### src/rtl/smoker_pkg.sv
// smoker_pkg: mode codes and FSM encodings shared by the smoker mode controller and hood timer.
package smoker_pkg;

   localparam logic [2:0] MODE_STANDBY = 3'd0;
   localparam logic [2:0] MODE_L1      = 3'd1;
   localparam logic [2:0] MODE_L2      = 3'd2;
   localparam logic [2:0] MODE_HURR    = 3'd3;

   typedef enum logic [2:0] {
      ST_STANDBY,
      ST_MENU,
      ST_L1,
      ST_L2,
      ST_HURR,
      ST_HURR_EXIT
   } state_e;

   // Arbitrated button event, at most one per cycle
   typedef enum logic [2:0] {
      BTN_NONE,
      BTN_MODE1,
      BTN_MODE2,
      BTN_MODE3,
      BTN_MENU
   } btn_e;

   function automatic logic [2:0] mode_of(state_e s);
      case (s)
         ST_L1:        mode_of = MODE_L1;
         ST_L2:        mode_of = MODE_L2;
         ST_HURR,
         ST_HURR_EXIT: mode_of = MODE_HURR;
         default:      mode_of = MODE_STANDBY;
      endcase
   endfunction

endpackage

### src/rtl/btn_debounce.sv
// btn_debounce: 2-FF synchronizer, N-sample debouncer and one-cycle rising-edge pulse.
module btn_debounce #(
   parameter int DEBOUNCE_CYC = 10
) (
   input  logic i_clk,
   input  logic i_rst_n,
   input  logic i_btn,
   output logic o_pulse
);

   localparam int CW = $clog2(DEBOUNCE_CYC + 1);

   logic          r_s1;
   logic          r_s2;
   logic          r_level;
   logic          r_pulse;
   logic [CW-1:0] r_cnt;
   logic          w_accept;

   assign w_accept = (r_s2 != r_level) && (r_cnt == CW'(DEBOUNCE_CYC - 1));
   assign o_pulse  = r_pulse;

   always_ff @(posedge i_clk or negedge i_rst_n) begin
      if (!i_rst_n) begin
         r_s1    <= 1'b0;
         r_s2    <= 1'b0;
         r_level <= 1'b0;
         r_pulse <= 1'b0;
         r_cnt   <= '0;
      end else begin
         r_s1    <= i_btn;
         r_s2    <= r_s1;
         r_pulse <= w_accept & r_s2;
         if (r_s2 == r_level || w_accept)
            r_cnt <= '0;
         else
            r_cnt <= r_cnt + 1'b1;
         if (w_accept)
            r_level <= r_s2;
      end
   end

endmodule

### src/rtl/smoker_mode_ctrl.sv
// smoker_mode_ctrl: range-hood front-panel mode FSM with menu gating and one-shot hurricane.
import smoker_pkg::*;

module smoker_mode_ctrl #(
   parameter int CLK_HZ         = 500,
   parameter int DEBOUNCE_CYC   = 10,
   parameter int HURRICANE_SEC  = 60,
   parameter int EXIT_DELAY_SEC = 60
) (
   input  logic       i_clk,
   input  logic       i_rst_n,
   input  logic       i_menu_btn,
   input  logic       i_mode1_btn,
   input  logic       i_mode2_btn,
   input  logic       i_mode3_btn,
   output logic [2:0] o_mode_state,
   output logic       o_menu_armed,
   output logic       o_hurricane_active,
   output logic       o_hurricane_used,
   output logic [6:0] o_remain_sec
);

   localparam int PW = (CLK_HZ > 1) ? $clog2(CLK_HZ) : 1;

   logic [3:0]    w_raw;
   logic [3:0]    w_pulse;
   btn_e          w_btn;
   logic          w_tick;
   logic          w_zero;
   state_e        w_nxt;
   logic [6:0]    w_rem;

   state_e        r_state;
   logic [PW-1:0] r_pre;
   logic [2:0]    r_mode;
   logic          r_armed;
   logic          r_active;
   logic          r_used;
   logic [6:0]    r_remain;

   assign w_raw = {i_mode3_btn, i_mode2_btn, i_mode1_btn, i_menu_btn};

   for (genvar g = 0; g < 4; g++) begin : g_btn
      btn_debounce #(.DEBOUNCE_CYC(DEBOUNCE_CYC)) u_db (
         .i_clk  (i_clk),
         .i_rst_n(i_rst_n),
         .i_btn  (w_raw[g]),
         .o_pulse(w_pulse[g])
      );
   end

   assign w_btn  = w_pulse[0] ? BTN_MENU  :
                   w_pulse[3] ? BTN_MODE3 :
                   w_pulse[2] ? BTN_MODE2 :
                   w_pulse[1] ? BTN_MODE1 : BTN_NONE;
   assign w_tick = r_pre == PW'(CLK_HZ - 1);

   always_comb begin
      w_nxt  = r_state;
      w_rem  = r_remain;
      w_zero = 1'b0;
      case (r_state)
         ST_STANDBY:
            if (w_btn == BTN_MENU) w_nxt = ST_MENU;
         ST_MENU:
            if (w_btn == BTN_MENU) w_nxt = ST_STANDBY;
            else if (w_btn == BTN_MODE3 && !r_used) begin
               w_nxt  = ST_HURR;
               w_rem  = 7'(HURRICANE_SEC);
               w_zero = 1'b1;
            end
            else if (w_btn == BTN_MODE2) w_nxt = ST_L2;
            else if (w_btn == BTN_MODE1) w_nxt = ST_L1;
         ST_L1:
            if (w_btn == BTN_MENU) w_nxt = ST_STANDBY;
            else if (w_btn == BTN_MODE2) w_nxt = ST_L2;
         ST_L2:
            if (w_btn == BTN_MENU) w_nxt = ST_STANDBY;
            else if (w_btn == BTN_MODE1) w_nxt = ST_L1;
         ST_HURR:
            if (w_btn == BTN_MENU) begin
               w_nxt  = ST_HURR_EXIT;
               w_rem  = 7'(EXIT_DELAY_SEC);
               w_zero = 1'b1;
            end
            else if (w_tick) begin
               w_rem = (r_remain > 7'd1) ? r_remain - 7'd1 : 7'd0;
               w_nxt = (r_remain > 7'd1) ? ST_HURR : ST_L2;
            end
         ST_HURR_EXIT:
            if (w_tick) begin
               w_rem = (r_remain > 7'd1) ? r_remain - 7'd1 : 7'd0;
               w_nxt = (r_remain > 7'd1) ? ST_HURR_EXIT : ST_STANDBY;
            end
         default: begin
            w_nxt = ST_STANDBY;
            w_rem = 7'd0;
         end
      endcase
   end

   // Prescaler restarts on hurricane/exit entry so the first decrement lands CLK_HZ cycles later
   always_ff @(posedge i_clk or negedge i_rst_n) begin
      if (!i_rst_n) begin
         r_state  <= ST_STANDBY;
         r_pre    <= '0;
         r_mode   <= MODE_STANDBY;
         r_armed  <= 1'b0;
         r_active <= 1'b0;
         r_used   <= 1'b0;
         r_remain <= 7'd0;
      end else begin
         r_state  <= w_nxt;
         r_pre    <= (w_zero || w_tick) ? '0 : r_pre + 1'b1;
         r_mode   <= mode_of(w_nxt);
         r_armed  <= w_nxt == ST_MENU;
         r_active <= w_nxt == ST_HURR || w_nxt == ST_HURR_EXIT;
         r_used   <= r_used || w_nxt == ST_HURR;
         r_remain <= w_rem;
      end
   end

   assign o_mode_state       = r_mode;
   assign o_menu_armed       = r_armed;
   assign o_hurricane_active = r_active;
   assign o_hurricane_used   = r_used;
   assign o_remain_sec       = r_remain;

endmodule

### config.mk
export PLATFORM = sky130hd
export DESIGN_NAME = smoker_mode_ctrl
export DESIGN_NICKNAME = d
export VERILOG_FILES = /design/src/rtl/smoker_pkg.sv /design/src/rtl/btn_debounce.sv /design/src/rtl/smoker_mode_ctrl.sv
export SDC_FILE = /design/constraint.sdc
export NUM_CORES = 1
export LEC_CHECK = 0
export BUFFER_PORTS_ARGS = -buffer_cell sky130_fd_sc_hd__buf_2
export CAP_MARGIN = 20
export CORE_ASPECT_RATIO = 0.5
export CORE_MARGIN = 3
export CORE_UTILIZATION = 64
export DETAILED_ROUTE_END_ITERATION = 10
export PLACE_DENSITY_LB_ADDON = 0.3
export SYNTH_ARGS = -nofsm -noshare
export SYNTH_HDL_FRONTEND = slang
export SYNTH_SLANG_ARGS = --single-unit
### constraint.sdc
create_clock -name i_clk -period 5.25 [get_ports i_clk]
set_clock_uncertainty 0.05 [all_clocks]
set_input_delay 0.525 -clock i_clk [delete_from_list [all_inputs] [get_ports i_clk]]
set_output_delay 0.525 -clock i_clk [all_outputs]
set_load 0.02 [all_outputs]
==> flow_results.org <==
** Run status
- Result of the run :: completed

** Place
- Port Buffers :: 17
- Once placement completed, the tool counted placed cells totaling 304.
- Detailed placement finished with a half-perimeter wire length of 3.32 mm.
- The congestion estimate from routability-driven global placement came to 0.869.

** Clocking
- # resized after CTS :: 0
- After clock tree synthesis, the clock-pin slew on the worst setup and hold paths is 0.10 ns.
- The H-tree was split into 2 levels.
- Master cell of the clock root buffer :: clkbuf_8
- Count of hold buffers inserted by post-cts repair :: 0
- Sink Count :: 56
- Worst-Skew Late Latency :: 0.30 ns
- Clock tree from TritonCTS :: built
- Number of post-CTS setup repair buffers :: 0
- TritonCTS created 5 clock buffers.
- In this run the deepest clock path goes through 2 buffers.

** Worst hold path
- Path class of the lowest-slack min-delay path :: input port to flip-flop

** Timing
- Transition time of the tightest slew-check pin :: 0.698 ns
- Setup Total Neg Slack :: 0 ns
- Final period demand of the worst path :: 2.26 ns
- Hold is met by 0.270 ns.
- Number of endpoints with negative hold slack in the final report :: 0
- The max-slew violation count is 0.
- Based on the critical path, the design can be clocked at up to 442 MHz.
- Setup repair after global routing left no endpoint under its margin.
- Setup violations remaining at the end of the flow were counted as 0.
- Measured against its own limit, the worst slew margin works out to 52.9%.
- The final critical path takes up 43.1% of the cycle.

** Detailed routing
- Violation count after the first detailed-routing iteration :: 110
- Dividing the detail-routed wire length by the instance count gives 15.0 microns.
- Final Routed Wirelength :: 4.68 mm
- Total number of vias :: 1,826
- Initial DRT Pass Iterations :: 4
- Avg Vias per Cell :: 5.85
- Remaining routing DRC violations :: 0
- Remaining antenna violation count after routing :: 0

** Floorplan
- Floorplan Core Area :: 3640 sq um
- Die width :: 95.6 microns
- Initial core utilization :: 70.6%
- Overall die area :: 4860 sq um
- In this run the vertical extent of the chip is 50.8 microns.
- Num ports :: 19
- Site Rows :: 15

** Yosys
- Synthesis produced a netlist with a net count of 254.
- Of all cell types, the one taking the most synthesized area is dfrtp_1.
- Ranked by instance count, the synthesized netlist is headed by dfrtp_1 (56), nor2_1 (32), inv_1 (14), nand3_1 (14).
- In the synthesized netlist the async set-or-reset flop fraction comes to 100%.
- Summed over its instances, the top area cell type makes up 54.5% of the synthesized netlist area.
- Number of cells produced by synthesis :: 237
- Flop and latch count out of synthesis :: 56
- Synth cell types :: 49
- Summing every instance area after synthesis gives 2570 sq um.
- Top_reg_cell synth :: dfrtp_1
- Count leader, synth :: dfrtp_1
- For this run, the number of Yosys warnings is 0.
- The synthesized design contains 0 enable-type register cells.
- Dividing the synthesized area by the synthesized cell count gives 10.8 sq um.
- After synthesis, the cell types taking the most area are dfrtp_1 (55%), ha_1 (5.4%), nor2_1 (4.7%).
- Part of the Yosys area used for sequential elements :: 54.5%

** Power and ir drop
- Power per unit of standard cell area :: 273 nW/um^2
- Across the VDD grid, the largest voltage drop is 163 uV.
- Total power draw :: 766 uW
- Leakage power total :: 1.36 nW

** Global route
- The number of antenna violations at the first check in global routing came to 0.
- GR Util All Layers :: 22.6%
- Maximum number of pins on one net before global-route repair :: 57
- The number of global-route vias before repair came to 1,887.
- First-pass GRT wire length :: 8.55 mm
- After global routing the overflow that remains totals 0.

** Setup path
- Worst setup path class :: flip-flop to flip-flop
- Required time at the endpoint of the critical path :: 5.39 ns
- Critical Path AT :: 2.40 ns
- Maximum single-stage delay on the critical path :: 0.68 ns
- The worst setup path is captured at a flip-flop.
- Walking the worst path, the cells encountered are inv_1, ha_1, o21ba_2, o41ai_1, o21ai_0, a221o_1.
- Critical path fanouts, max :: 5
- Crit-path slowest cell :: o41ai_1
- Kind of start point of the critical path :: flip-flop

** Cells and area
- In the final design database the tool counted 277 nets.
- Filler instances :: 239
- Measured on the finished design, the core utilization comes to 76.9%.
- The number of antenna diodes in the final layout is 0.
- Area growth from synthesis to layout :: 9.01%
- After the flow finishes, the layout carries non-filler instances totaling 312.
- Cells with a size suffix above 1 make up 14.6% of the layout.

** Flow run
- Across the run, the number of max-cap violations was 0.
==> through the flow <==
step	area, sq um	worst slack, ns
after floorplan	2570	3.11
after detailed placement	2720	3.03
after CTS	2800	3.01
after global placement	2720	3.16
after global routing	2800	2.77
final	2800	2.99
==> power breakdown <==
| group | internal (mW) | switching, mW | leakage (nW) | total (mW) |
|---|---|---|---|---|
| Clock | 0.0956 | 0.138 | 0.0456 | 0.234 |
| Combinational | 0.0249 | 0.0314 | 0.578 | 0.0564 |
| Sequential | 0.455 | 0.0208 | 0.739 | 0.475 |
==> layout by cell type, fill, tap and decap left out, types with 2 or more instances in the layout <==
cell type / instances
dfrtp_1: 56
nor2_1: 32
buf_2: 17
inv_1: 14
nand3_1: 14
nand2_1: 13
xor2_1: 13
ha_1: 11
o21ai_0: 9
a21oi_1: 7
xnor2_1: 6
nor3_1: 5
nor3b_1: 5
clkbuf_8: 5
nand3b_1: 4
mux2_2: 4
o21ai_1: 3
and3_1: 3
nand4bb_1: 2
nand2b_1: 2
or2_2: 2
o21a_1: 2
o2bb2ai_1: 2
==> critical path, delay by kind of cell (launching register included) <==
| family | cells | cell delay [ns] |
|---|---|---|
| compound gates | 4 | 1.41 |
| flops | 1 | 0.44 |
| fa+ha+maj | 1 | 0.14 |
| buf+inv | 1 | 0.12 |
==> layer usage <==
metal / vias up / share of wire, % / GRT usage, %
li1: 861 / - / -
met1: 887 / 44 / 28.0
met2: 66 / 48 / 38.8
met3: 12 / 5.5 / 5.59
met4: 0 / 2.0 / 8.49
met5: - / 0 / 0
==> kinds of logic after synthesis <==
kind of cell    count (synthesis)  synth area share (%)
flops                          56                  54.5
simple gates                   94                  19.8
compound gates                 36                  9.49
other cells                     1                 0.146
mux                             4                  1.75
fa+ha+maj                      11                  5.36
xor+xnor                       19                  6.48
buf+inv                        16                  2.48
==> layout make-up <==
type	count	area [sq um]	area share, %
clock buffers	6	72.6	2.59
clock inverters	2	13.8	0.491
inverters	14	52.6	1.88
multi-input cells	165	1100	39.4
flip-flops and latches	56	1400	50.0
well taps	51	63.8	2.28
repair buffers	18	92.6	3.31
==> state kept, by name, indices dropped and copies added (netlist names) <==
| signal | cells |
|---|---|
| g_btn.u_db.r_cnt | 16 |
| r_pre | 9 |
| r_state | 3 |
| o_hurricane_used | 1 |
| g_btn.u_db.r_s2 | 4 |
| g_btn.u_db.r_s1 | 4 |
| g_btn.u_db.r_level | 4 |
| o_mode_state | 2 |
| g_btn.u_db.o_pulse | 4 |
| o_remain_sec | 7 |
| o_hurricane_active | 1 |
| o_menu_armed | 1 |
==> path summary, 6_finish.rpt <==
path	from	end	slack [ns]	cells past startpoint
worst max-delay path	o_remain_sec[1]	o_remain_sec[4]	2.99	6
worst max register to register	o_remain_sec[1]	o_remain_sec[4]	2.99	6
min in group asynchronous	i_rst_n	r_pre[4]	0.28	2
worst min-delay path	i_menu_btn	g_btn[0].u_db.r_s1	0.27	1
max in group asynchronous	i_rst_n	r_pre[8]	4.41	2
worst min register to register	g_btn[0].u_db.r_s1	g_btn[0].u_db.r_s2	0.31	0
No activity file was read; power rests on OpenSTA's default activity.
